--- src/rtl/register_file_sb.sv ---
// Integer register file with a per-register pending-write scoreboard.
// A post-reset sweep zeroes every entry before ops are accepted.
//
// state    | meaning
// ---------+-------------------------------------------------------------
// ST_CLEAR | sweeping bank[clear_idx] <= 0; writes/reserves ignored
// ST_READY | normal operation, terminal until next reset
module register_file_sb #(
    parameter int XLEN     = 32,
    parameter int NUM_REGS = 32,
    parameter int NUM_READ = 3,
    parameter int ZERO_REG = 1,
    parameter int BYPASS   = 1,
    localparam int AW      = $clog2(NUM_REGS)
) (
    input  logic                     CLK,
    input  logic                     RESET,
    output logic                     out_init_done,
    input  logic                     in_write_enable,
    input  logic [AW-1:0]            in_write_register_select,
    input  logic [XLEN-1:0]          in_write_data,
    input  logic                     in_reserve_enable,
    input  logic [AW-1:0]            in_reserve_register_select,
    output logic                     out_reserve_ready,
    input  logic [NUM_READ*AW-1:0]   in_read_register_select,
    output logic [NUM_READ*XLEN-1:0] out_read_data,
    output logic [NUM_READ-1:0]      out_read_pending
);

    typedef enum logic {ST_CLEAR, ST_READY} state_t;

    state_t            state;
    logic [AW-1:0]     clear_idx;
    logic [XLEN-1:0]   bank [NUM_REGS];
    logic [NUM_REGS-1:0] pending;
    logic              wr_ok;
    logic              res_ok;

    function automatic logic valid_idx(input logic [AW-1:0] idx);
        return (32'(idx) < NUM_REGS) && !((ZERO_REG != 0) && (idx == '0));
    endfunction

    always_ff @(posedge CLK or negedge RESET) begin
        if (!RESET) begin
            state         <= ST_CLEAR;
            clear_idx     <= '0;
            out_init_done <= 1'b0;
        end else begin
            case (state)
                ST_CLEAR: begin
                    clear_idx <= clear_idx + AW'(1);
                    if (clear_idx == AW'(NUM_REGS - 1)) begin
                        state         <= ST_READY;
                        out_init_done <= 1'b1;
                    end
                end
                ST_READY: ;
                default: state <= ST_CLEAR;
            endcase
        end
    end

    // out_init_done flips on the same edge as ST_READY, so it doubles as the op gate.
    assign wr_ok = out_init_done && in_write_enable && valid_idx(in_write_register_select);

    assign out_reserve_ready = out_init_done && valid_idx(in_reserve_register_select) &&
                               (!pending[in_reserve_register_select] ||
                                (in_write_enable &&
                                 in_write_register_select == in_reserve_register_select));
    assign res_ok = in_reserve_enable && out_reserve_ready;

    // Bank holds no reset; its contents are defined by the clear sweep.
    always_ff @(posedge CLK) begin
        if (state == ST_CLEAR) begin
            bank[clear_idx] <= '0;
        end else if (wr_ok) begin
            bank[in_write_register_select] <= in_write_data;
        end
    end

    // Reserve is applied after the retire so a same-index pair leaves the entry pending.
    always_ff @(posedge CLK or negedge RESET) begin
        if (!RESET) begin
            pending <= '0;
        end else begin
            if (wr_ok) begin
                pending[in_write_register_select] <= 1'b0;
            end
            if (res_ok) begin
                pending[in_reserve_register_select] <= 1'b1;
            end
        end
    end

    for (genvar i = 0; i < NUM_READ; i++) begin : g_rd
        logic [AW-1:0] sel;
        logic          sel_ok;
        logic          hit;

        assign sel    = in_read_register_select[i*AW +: AW];
        assign sel_ok = out_init_done && valid_idx(sel);
        assign hit    = (BYPASS != 0) && wr_ok && (in_write_register_select == sel);

        assign out_read_data[i*XLEN +: XLEN] = !sel_ok ? '0 :
                                               hit     ? in_write_data : bank[sel];
        assign out_read_pending[i] = sel_ok && !hit && pending[sel];
    end

endmodule

--- config.mk ---
export PLATFORM = sky130hd
export DESIGN_NAME = register_file_sb
export DESIGN_NICKNAME = d
export VERILOG_FILES = /design/src/rtl/register_file_sb.sv
export SDC_FILE = /design/constraint.sdc
export NUM_CORES = 2
export LEC_CHECK = 0
export CELL_PAD_IN_SITES_DETAIL_PLACEMENT = 0
export CELL_PAD_IN_SITES_GLOBAL_PLACEMENT = 2
export CORE_MARGIN = 2
export CORE_UTILIZATION = 48
export DETAILED_ROUTE_END_ITERATION = 7
export GPL_ROUTABILITY_DRIVEN = 0
export PLACE_DENSITY_LB_ADDON = 0.2
export SLEW_MARGIN = 20
export SYNTH_ARGS = -nofsm -noshare
export SYNTH_HDL_FRONTEND = slang
export SYNTH_SLANG_ARGS = --single-unit
export TNS_END_PERCENT = 1
--- constraint.sdc ---
create_clock -name CLK -period 4.54 [get_ports CLK]
set_clock_uncertainty 0.1 [all_clocks]
set_input_delay 0.454 -clock CLK [delete_from_list [all_inputs] [get_ports CLK]]
set_output_delay 0.454 -clock CLK [all_outputs]
set_load 0.01 [all_outputs]
==> flow_summary.yaml <==
run_status:
  status: "completed"
detailed_routing:
  wl_per_cell_um: 40.8
  vias: 40557
  route.detailed.drc: 0
  ant_nets: 0
  dr.pass1.iters: 6
  drt_iter0_drc: 5539
  viasPerCell: 7.45
  wl_mm: 222
setup_path:
  critPathSlowestCell: "mux4_2"
  rr_endpoint: "bank[31][14]"
  rrSetupSlack_ps: 1150
  path_buf_inv: 3
  cp_max_fo: 42
  critPathLaunchType: "input port"
  reg2reg_from: "state"
  path_class: "in2out"
  required_ps: 3990
  worst_ep_arrival_time_ps: 3690
  r2r.worst_path.cells: 5
  critPathTopFamily: "multiplexers"
  crit_path_end_kind: "output port"
  critPathMaxStageDelay_ps: 540
  path_cells: "buf_8 -> buf_4 -> mux4_2 -> mux4_2 -> mux2i_1 -> o21ai_1 -> clkdlybuf4s50_1"
  cp_common_cell: "mux4_2"
timing:
  max_freq_mhz: 236
  setup_violations: 0
  finalCritPeriodShare_pct: 93.5
  finalHoldViolCount: 0
  worstMarginPinSlew_ps: 1070
  holdWs_ps: 284
  fin_setup_tns_ps: 0
  rsz0062_at_grt: "false"
  slew-limit-headroom_pct: 27.6
  drv_slew: 0
  finalWorstPathRequiredPeriod_ps: 4250
yosys:
  ys_seq_area_share_pct: 52.8
  synth.avg_cell_area_um2: 17.2
  synth_compound_area_share_pct: 4.85
  synth_top_family_by_area: "multiplexers"
  synth-xor-area-share_pct: 0.335
  yosys.area_share.simple_pct: 4.06
  yosys-mux-area-fraction_pct: 35.2
  synth_cell_type_count: 65
  yosysWarnings: 0
  syn_area_um2: 60100
  yosysTopAreaCellShare_pct: 51.2
  synth_edf_count: 1024
  ys_ff_latch: 1063
  ys.flop_type: "edfxtp_1"
  yosys.area.top_type: "edfxtp_1"
  postSynthNetCount: 3566
  synthAdderAreaFrac_pct: 0.0416
  synthCells: 3503
  synthArstFlopShare_pct: 3.67
  synth_area_leaders: "edfxtp_1 (51%), mux4_2 (30%), mux2i_1 (4.7%)"
grt:
  grt_pass1_wl_mm: 313
  antenna_found_initial: 7
  grt_pass1_vias: 41103
  overflow: 0
  grt_max_degree: 58
  grt_use_total_pct: 35.0
placed_design:
  hpwl_mm: 139
  portBuffers: 161
clocking:
  clkTransAtPathRegs_ps: 70
  post_cts_buffers: 0
  cts-htree-levels: 3
  cts_made_buffers: 116
  cts_root_buffer: "clkbuf_16"
  max-clock-path-buffers: 3
  clkLatencyLatePin_ps: 750
  cts.sinks: 1063
  cts_tree: "yes"
min_path:
  min_path_type: "in2async"
pwr:
  leakage_nw: 24.2
  irDropWorstVdd_v: 0.000348
  cellPowerDensity_nw_per_um2: 343
die:
  die_y_um: 358
  pin_count: 162
  initial_core_util_pct: 48.5
  core_area_um2: 124000
  dieWidth_um: 358
  row_count: 129
  design.die.area_um2: 128000
cells_and_area:
  layout_common_cells: "edfxtp_1 (1024), mux4_2 (799), mux2i_1 (282)"
  fin_nets: 3774
  layout-drive-gt1-share_pct: 35.2
  final_common_cell: "edfxtp_1"
  syn_to_final_growth_pct: 15.5
run:
  drv_cap: 0
## stage by stage
| stage | std cells | util, % | power (mW) | worst slack, ps | instance area (um^2) |
|---|---|---|---|---|---|
| 6_report | 5445 | 56.0 | 23.8 | 294 | 69400 |
| 5_1_grt | 5444 | 56.0 | 24.4 | 240 | 69400 |
| 4_1_cts | 5444 | 56.0 | 23.8 | 313 | 69400 |
| 3_5_place_dp | 5229 | 52.8 | 14.1 | 319 | 65500 |
| 3_3_place_gp | 5226 | 52.7 | 14.1 | 94.8 | 65400 |
| 2_1_floorplan | 3503 | - | 12.8 | 989 | 60100 |
## sequential cells by signal (all words and copies together), names as in the netlist
register and flops:
bank 1024, clear_idx 5, out_init_done 1, pending 32, state 1
## report_power, final
part | switching (mW) | internal [mW]
combinational | 1.78 | 1.29
sequential | 0.0498 | 10.8
clock | 4.11 | 5.75
## synthesized netlist by cell type, drive strengths merged, types with 3 or more instances
| cell | instances |
|---|---|
| a211oi | 22 |
| and2 | 5 |
| a221oi | 24 |
| o221ai | 4 |
| mux2 | 32 |
| a221o | 3 |
| a2bb2oi | 15 |
| or3b | 3 |
| nor2b | 34 |
| clkbuf | 137 |
| nor3 | 25 |
| nand4 | 22 |
| o2111ai | 19 |
| dfrtp | 39 |
| o211ai | 27 |
| mux2i | 282 |
| o21ai | 103 |
| nor4 | 10 |
| o31ai | 32 |
| a31oi | 40 |
| a21oi | 101 |
| nand2b | 6 |
| o311ai | 4 |
| a32o | 4 |
| inv | 6 |
| and3 | 40 |
| xor2 | 11 |
| edfxtp | 1024 |
| mux4 | 799 |
| nand2 | 216 |
| nand3 | 60 |
| buf | 197 |
| nor2 | 70 |
| o22ai | 8 |
| or3 | 6 |
| a22oi | 23 |
| or2 | 4 |
| nand3b | 6 |
| a2111oi | 3 |
| nand4b | 3 |
| xnor2 | 12 |
## logic make-up (layout without fill, tap and decap cells)
| kind of cell | after synthesis | in the layout |
|---|---|---|
| multiplexers | 1113 | 1113 |
| AND/OR/NAND/NOR | 515 | 515 |
| XOR/XNOR | 23 | 23 |
| adder cells (fa/ha/maj) | 2 | 2 |
| other | 0 | 1 |
| flip-flops | 1063 | 1063 |
| buffers and inverters | 341 | 645 |
| AO/OA/AOI/OAI | 446 | 446 |
## worst reg2reg max path: stages, from the launching register on
cell	delay, ps
dfrtp_2	860
inv_1	440
nor2_1	300
a31oi_4	170
nor2_4	840
buf_12	360
## cell type report
cell class              instances  area, um^2
clock buffers                 142        3020
clock inverters                72         882
repair buffers                424        4560
well taps                    1637        2050
fillers                      9383       54600
inverters                       7        26.3
diodes                          1        2.50
multi-input cells            2099       27100
flip-flops and latches       1063       31700
## routing by layer
layer  vias to the layer above  wire length, um  track usage (%)
met5                         -                0                0
met4                         0            11700             16.5
met3                       576            26400             8.17
met2                      3010           104000             54.7
met1                     21462            80200             46.8
li1                      15509                -                -
## worst max path at each step
stage                                startpoint                 to  slack (ps)  cells after the start
global route        in_write_register_select[4]  out_read_data[13]         240                     11
finish               in_read_register_select[5]  out_read_data[39]         290                      7
CTS                  in_read_register_select[5]  out_read_data[39]         310                      7
floorplan           in_write_register_select[0]        bank[16][0]         990                      8
global placement    in_write_register_select[3]  out_read_data[20]          90                      8
detailed placement   in_read_register_select[5]  out_read_data[39]         320                      7
## what timing repair did
| item | in CTS | in global routing |
|---|---|---|
| gates resized for setup | 0 | 0 |
| setup endpoints to repair | 0 | 0 |
| hold buffers | 1 | 0 |
| hold endpoints to repair | 39 | 0 |
No activity file was read; power rests on OpenSTA's default activity.
